==> src/rtl/neuron_accumulator.sv <==
// Sums N_INPUTS signed terms into a wide accumulator and emits one saturated DATA_W result.
// Optional macro NEURON_RELU_EN: clamp negative results to zero after saturation.
module neuron_accumulator #(
   parameter int DATA_W   = 32,
   parameter int ACC_W    = 40,
   parameter int N_INPUTS = 8
) (
   input  logic              clk,
   input  logic              rst_n,
   input  logic              clr,
   input  logic              in_valid,
   output logic              in_ready,
   input  logic [DATA_W-1:0] in_data,
   output logic              out_valid,
   input  logic              out_ready,
   output logic [DATA_W-1:0] out_data,
   output logic              out_sat
);

   localparam int CNT_W = (N_INPUTS > 1) ? $clog2(N_INPUTS) : 1;
   localparam logic [CNT_W-1:0] LAST = CNT_W'(N_INPUTS - 1);

   typedef enum logic {ACCUM = 1'b0, OUT = 1'b1} state_t;

   state_t                   state, state_nxt;
   logic signed [ACC_W-1:0]  acc, sum;
   logic [CNT_W-1:0]         count;
   logic                     accept, last, out_fire;
   logic [ACC_W-DATA_W:0]    hi;
   logic                     in_range, sat_flag;
   logic [DATA_W-1:0]        sat_data, res_data;

   assign accept   = in_valid && in_ready;
   assign last     = (count == LAST);
   assign out_fire = out_valid && out_ready;
   assign sum      = acc + {{(ACC_W-DATA_W){in_data[DATA_W-1]}}, in_data};

   // Result fits DATA_W iff all bits from the DATA_W sign bit upward agree.
   assign hi       = sum[ACC_W-1:DATA_W-1];
   assign in_range = (&hi) | ~(|hi);

   always_comb begin
      sat_flag = ~in_range;
      sat_data = sum[DATA_W-1:0];
      if (!in_range)
         sat_data = sum[ACC_W-1] ? {1'b1, {(DATA_W-1){1'b0}}} : {1'b0, {(DATA_W-1){1'b1}}};
`ifdef NEURON_RELU_EN
      res_data = sat_data[DATA_W-1] ? '0 : sat_data;
`else
      res_data = sat_data;
`endif
   end

   always_ff @(posedge clk or negedge rst_n) begin
      if (!rst_n) state <= ACCUM;
      else        state <= state_nxt;
   end

   always_comb begin
      state_nxt = state;
      if (clr)
         state_nxt = ACCUM;
      else begin
         case (state)
            ACCUM:   if (accept && last) state_nxt = OUT;
            OUT:     if (out_ready)      state_nxt = ACCUM;
            default: state_nxt = ACCUM;
         endcase
      end
   end

   always_comb begin
      in_ready = (state == ACCUM);
   end

   always_ff @(posedge clk or negedge rst_n) begin
      if (!rst_n) begin
         acc       <= '0;
         count     <= '0;
         out_valid <= 1'b0;
         out_data  <= '0;
         out_sat   <= 1'b0;
      end else if (clr) begin
         // out_data/out_sat deliberately keep their last values
         acc       <= '0;
         count     <= '0;
         out_valid <= 1'b0;
      end else begin
         if (accept) begin
            if (last) begin
               out_data  <= res_data;
               out_sat   <= sat_flag;
               out_valid <= 1'b1;
               acc       <= '0;
               count     <= '0;
            end else begin
               acc   <= sum;
               count <= count + 1'b1;
            end
         end
         if (out_fire) out_valid <= 1'b0;
      end
   end

endmodule

==> config.mk <==
export PLATFORM = sky130hd
export DESIGN_NAME = neuron_accumulator
export DESIGN_NICKNAME = d
export VERILOG_FILES = /design/src/rtl/neuron_accumulator.sv
export SDC_FILE = /design/constraint.sdc
export NUM_CORES = 1
export LEC_CHECK = 0
export ABC_CLOCK_PERIOD_IN_PS = 8600
export BUFFER_PORTS_ARGS = -buffer_cell sky130_fd_sc_hd__buf_2
export CORE_ASPECT_RATIO = 0.5
export CORE_MARGIN = 1
export CORE_UTILIZATION = 50
export DETAILED_ROUTE_END_ITERATION = 16
export PLACE_DENSITY = 0.71
export SYNTH_ARGS = -nofsm -noshare
export SYNTH_HDL_FRONTEND = slang
export SYNTH_SLANG_ARGS = --single-unit
==> constraint.sdc <==
create_clock -name clk -period 8.6 [get_ports clk]
set_input_delay 0.43 -clock clk [delete_from_list [all_inputs] [get_ports clk]]
set_output_delay 0.43 -clock clk [all_outputs]
set_load 0.03 [all_outputs]
==> flow_summary.json, run 1 <==
{
  "finalCriticalPeriod_ns": 4.91,
  "io_buffers": 71,
  "slowest_stage": "and2_1",
  "critPathLaunchType": "flip-flop",
  "io_pins": 72,
  "wl_um": 16300,
  "r2r-start": "acc[0]",
  "finalWorstSetupSlack_ns": 3.69,
  "outcome": "completed",
  "coreArea_um2": 11100,
  "critical-path-top-delay-family": "compound AO/OA/AOI/OAI gates",
  "viasPerCell": 6.49,
  "drt-pass1-iter-count": 5,
  "synth.net_count": 710,
  "path_depth": 12,
  "final_hold_viol_count": 0,
  "syn_avg_cell_area_um2": 9.07,
  "die_area_um2": 11900,
  "fp.dieW_um": 153,
  "synth_edf_count": 0,
  "clkSinkCount": 78,
  "cts_tree": "built",
  "worst_pin_slew_ns": 1.20,
  "synthFlopType": "dfrtp_1",
  "grt_max_degree": 79,
  "clkLatencyLatePin_ns": 0.34,
  "grt_pass1_vias": 4931,
  "nets": 756,
  "clkTransAtPathRegs_ns": 0.06,
  "maxCapViolations": 0,
  "utilization": 0.579,
  "fin_crit_sh": 0.571,
  "slew_headroom": 0.200,
  "fin_setup_tns_ns": 0,
  "setup.worst_path.start": "acc[0]",
  "end_kind": "flip-flop",
  "p_per_area_nw_per_um2": 209,
  "hold_class": "in -> async",
  "drt-initial-drc-count": 394,
  "path_buf_inv": 1,
  "crit_required_ns": 8.88,
  "grt_pass1_wl_um": 26600,
  "p_switching_mw": 0.507,
  "worst-setup-path-type": "reg -> reg",
  "switching_share": 0.379,
  "ys_warn_count": 0,
  "gp_congestion": 0.974,
  "final_common_cell": "dfrtp_1",
  "yosysUniqueCellTypes": 65,
  "p_comb_frac": 0.385,
  "seqPwrFrac": 0.313,
  "reg2reg_depth": 12,
  "final_area_um2": 6420,
  "ir_worst_vdd_v": 0.000111,
  "max_freq_mhz": 204,
  "htree_levels": 3,
  "dp_hpwl_um": 11700,
  "synthCells": 631,
  "dp.cells": 811,
  "cts_root_buf": "clkbuf_16",
  "p_total_mw": 1.34,
  "leakagePower_nw": 3.12,
  "drv_slew": 0,
  "overflow": 0,
  "synth_seq_cells": 78,
  "fillCellCount": 996,
  "vias": 5352,
  "wl_per_cell_um": 19.8,
  "crit_chain": "ha_1 > fa_1 > a211oi_2 > o211ai_1 > a21oi_1 > o21bai_1 > a211oi_1 > xnor2_1 > inv_1 > nor4_2 > and2_1 > a221o_1",
  "final_layout_size_suffix_gt1_frac": 0.157,
  "synthArstFlopShare": 1.00,
  "grt_usage": 0.285,
  "power_frac_clock": 0.302,
  "rows": 27,
  "antenna_left": 0,
  "max_stage_delay_ns": 1.00,
  "hold_ws_ns": 0.226,
  "rsz0062_at_grt": "no",
  "area_delta_synth_final_pct": 12.2,
  "cts-hold-fix-buffers": 0,
  "finalClockSkew_ns": 0.00720,
  "crit_path_max_fanout": 25,
  "antenna_cells": 0,
  "start_util": 0.516,
  "intPower_mw": 0.831,
  "final_cell_mix": "dfrtp_1, buf_2, a21oi_1",
  "numCtsBuffers": 9,
  "place_ws_ns": 3.74,
  "drc": 0,
  "post_cts_buffers": 0,
  "antenna_found_initial": 0,
  "yosysSeqAreaShare": 0.341,
  "cts_buffer_depth": 2,
  "setup_viol": 0,
  "cp.arrival_ns": 5.18,
  "dpl-instance-area_um2": 6120,
  "stdcell_count": 825,
  "die_y_um": 77.6,
  "ctsResizeCount": 0,
  "synth_area_um2": 5720
}
-- state kept, by name (all words and copies together) (netlist names) --
| register | count |
|---|---|
| count | 3 |
| out_valid | 1 |
| state | 1 |
| acc | 40 |
| out_data | 32 |
| out_sat | 1 |
-- cell families (layout without fill, tap and decap cells) --
group | count (synthesis) | count (layout) | share of synthesized area
AOI/OAI and AO/OA | 228 | 228 | 0.283
xor gates and xnor gates | 34 | 34 | 0.0520
adders and majority gates | 42 | 42 | 0.0932
buffers and inverters | 55 | 104 | 0.0442
DFF | 78 | 78 | 0.341
muxes | 4 | 4 | 0.00787
and+or+nand+nor | 190 | 190 | 0.178
-- cell usage after synthesis (17+ instances only) --
master	n	area share
dfrtp_1	78	0.34
a21oi_1	55	0.048
nand2_1	48	0.031
a22o_1	42	0.064
ha_1	41	0.090
o21ai_0	27	0.024
clkbuf_1	25	0.016
nor2_1	24	0.016
xnor2_1	23	0.035
nand3_1	21	0.018
or3_1	20	0.022
and2_1	19	0.021
a221o_1	17	0.030
-- layout make-up --
cell class                 instances  area, um2  area share
timing repair buffer              75        388      0.0604
tap                              145        181      0.0283
inverter                          15       56.3     0.00877
clock inverter                     4       73.8      0.0115
sequential                        78       1950       0.304
clock buffer                      10        229      0.0357
multi-input combinational        498       3540       0.551
-- path summary, 6_finish.rpt --
| kind | slack (ns) | endpoint |
|---|---|---|
| setup / recovery | 3.69 | out_data[12] |
| hold / removal | 0.23 | count[2] |
| setup reg to reg | 3.69 | out_data[12] |
| hold reg to reg | 0.47 | out_valid |
| max in group asynchronous | 7.69 | out_data[28] |
| min in group clk | 0.28 | state |
-- power groups by stage --
stage	combinational [mW]	clock, mW	sequential (mW)
6_report	0.516	0.404	0.419
5_1_grt	0.563	0.423	0.423
4_1_cts	0.505	0.409	0.419
3_5_place_dp	0.501	0	0.424
3_3_place_gp	0.498	0	0.423
2_1_floorplan	0.377	0	0.420
-- routing by layer --
layer | vias to the layer above | part of all wire | GRT usage
met5 | - | 0 | 0
met3 | 20 | 0.078 | 0.0570
met1 | 2634 | 0.49 | 0.432
met4 | 0 | 0.013 | 0.0667
met2 | 211 | 0.42 | 0.412
li1 | 2487 | - | -
Power figures use the tool's default switching activity.
==> inputs of run 2 (changes only) <==
--- a/config.mk
+++ b/config.mk
@@ -5,7 +5,8 @@
 export SDC_FILE = /design/constraint.sdc
 export NUM_CORES = 1
 export LEC_CHECK = 0
-export ABC_CLOCK_PERIOD_IN_PS = 8600
+export ABC_AREA = 1
+export ABC_CLOCK_PERIOD_IN_PS = 4980
 export BUFFER_PORTS_ARGS = -buffer_cell sky130_fd_sc_hd__buf_2
 export CORE_ASPECT_RATIO = 0.5
 export CORE_MARGIN = 1
==> constraint.sdc (replaced) <==
create_clock -name clk -period 4.98 [get_ports clk]
set_input_delay 0.249 -clock clk [delete_from_list [all_inputs] [get_ports clk]]
set_output_delay 0.249 -clock clk [all_outputs]
set_load 0.03 [all_outputs]
==> flow_summary.json, run 2 <==
{
  "outcome": "completed",
  "leakagePower_nw": 3.73,
  "synthFlopType": "dfrtp_1",
  "synth_area_um2": 6060,
  "htree_levels": 3,
  "vias": 5983,
  "stdcell_count": 1082,
  "crit_chain": "inv_1 > nand2_1 > buf_4 > nor2_1 > inv_1 > nor2_2 > buf_4 > clkinv_1 > a21oi_4 > a21oi_1",
  "max_freq_mhz": 296,
  "antenna_left": 0,
  "hold_ws_ns": 0.0372,
  "critPathLaunchType": "flip-flop",
  "yosysSeqAreaShare": 0.322,
  "final_area_um2": 6820,
  "slew_headroom": 0.311,
  "rsz0062_at_grt": "no",
  "synth_edf_count": 0,
  "cts_tree": "built",
  "grt_pass1_vias": 5653,
  "crit_path_max_fanout": 44,
  "crit_required_ns": 5.17,
  "area_delta_synth_final_pct": 12.7,
  "yosysMostFrequentCell": "nand2_1",
  "overflow": 0,
  "dp_hpwl_um": 13300,
  "post_cts_buffers": 0,
  "final_common_cell": "nand2_1",
  "wl_um": 17500,
  "drt-pass1-iter-count": 7,
  "final_hold_viol_count": 0,
  "max_stage_delay_ns": 0.85,
  "critical-path-top-delay-family": "buffers and inverters",
  "yosys.area.top_type": "dfrtp_1",
  "worst_pin_slew_ns": 1.03,
  "wl_per_cell_um": 16.2,
  "utilization": 0.599,
  "synth_seq_cells": 78,
  "fp.dieW_um": 158,
  "p_per_area_nw_per_um2": 335,
  "die_area_um2": 12600,
  "grt_max_degree": 79,
  "finalCriticalPeriod_ns": 3.37,
  "gp_congestion": 0.935,
  "yosysUniqueCellTypes": 39,
  "slowest_stage": "a21oi_4",
  "worst-setup-path-type": "reg -> reg",
  "antenna_found_initial": 0,
  "setup_viol": 0,
  "p_total_mw": 2.29,
  "finalWorstSetupSlack_ns": 1.61,
  "ctsResizeCount": 0,
  "drv_slew": 0,
  "cts-hold-fix-buffers": 0,
  "synth_top_area_share": 0.322,
  "ys_top_cells_by_area": "dfrtp_1, nand2_1, ha_1, nand3_1, inv_1",
  "viasPerCell": 5.53,
  "ys_warn_count": 0,
  "die_y_um": 79.8,
  "cts_root_buf": "clkbuf_16",
  "ir_worst_vdd_v": 0.000167,
  "synthCells": 853,
  "nets": 997,
  "drc": 0,
  "numCtsBuffers": 9,
  "largest_reg_flops": 40,
  "clkLatencyLatePin_ns": 0.34,
  "finalClockSkew_ns": 0.0129,
  "top_regs": "acc (40), out_data (32), count (3)",
  "cts_buffer_depth": 2,
  "clkTransAtPathRegs_ns": 0.07,
  "path_buf_inv": 5,
  "final_cell_mix": "nand2_1, inv_1, dfrtp_1",
  "clkSinkCount": 78,
  "cp.arrival_ns": 3.56,
  "synthArstFlopShare": 1.00,
  "synth_commonest_cells": "nand2_1, inv_1, dfrtp_1, nand3_1, nor2_1",
  "grt_usage": 0.300,
  "dp.cells": 1066,
  "antenna_cells": 0,
  "end_kind": "flip-flop",
  "final_layout_size_suffix_gt1_frac": 0.157,
  "syn_avg_cell_area_um2": 7.10,
  "start_util": 0.532,
  "coreArea_um2": 11400,
  "maxCapViolations": 0,
  "place_ws_ns": 1.71,
  "grt_pass1_wl_um": 28800,
  "rows": 27,
  "io_buffers": 71,
  "largest_register": "acc",
  "io_pins": 72,
  "synth.net_count": 932,
  "fin_crit_sh": 0.677,
  "fin_setup_tns_ns": 0,
  "hold_class": "in -> async",
  "drt-initial-drc-count": 532,
  "dpl-instance-area_um2": 6530
}
## run 2: cell types whose count changed in the layout (fill, tap and decap cells not counted), moves of 27 or more
cell and delta:
nand2_1 +212, inv_1 +75, nand3_1 +55, nor2_1 +49, a22o_1 -42, a32o_1 +27
## run 2: worst reg2reg max path, stage by stage, from the launching register on
cell and delay (ns):
dfrtp_1 0.36, inv_1 0.08, nand2_1 0.05, buf_4 0.30, nor2_1 0.22, inv_1 0.10
nor2_2 0.08, buf_4 0.37, clkinv_1 0.65, a21oi_4 0.85, a21oi_1 0.16
## run 2: final timing paths
check	from	end	slack [ns]	cells past startpoint
worst max-delay path	state	out_data[17]	1.61	10
worst min-delay path	rst_n	acc[34]	0.04	1
worst min register to register	out_valid	out_valid	0.47	1
max in group asynchronous	rst_n	out_data[15]	4.23	1
worst max register to register	state	out_data[17]	1.61	10
min in group clk	out_ready	state	0.10	2
## run 2: final cells by class
class / count / area (um2)
flip-flops and latches: 78 / 1950
inverters: 94 / 353
multi-input cells: 660 / 3640
well taps: 159 / 199
fillers: 1083 / 4560
clock buffers: 9 / 225
clock inverters: 7 / 65.1
repair buffers: 75 / 388
## run 2: metal layers
metal  vias to the layer above  global-route usage  wire [um]
met5                         -                   0          0
met4                         0              0.0757        278
met3                        23              0.0592       1240
met2                       199               0.465       7450
met1                      2819               0.427       8560
li1                       2942                   -          -
## run 2: cells by family after synthesis
family / after synthesis / synth area share
flops: 78 / 0.322
xor+xnor: 30 / 0.0434
fa+ha+maj: 42 / 0.0880
simple gates: 459 / 0.326
buf+inv: 115 / 0.0773
compound gates: 129 / 0.143
## run 2: report_power, final
group | switching [mW] | internal, mW
clock | 0.303 | 0.348
combinational | 0.610 | 0.302
sequential | 0.0351 | 0.689
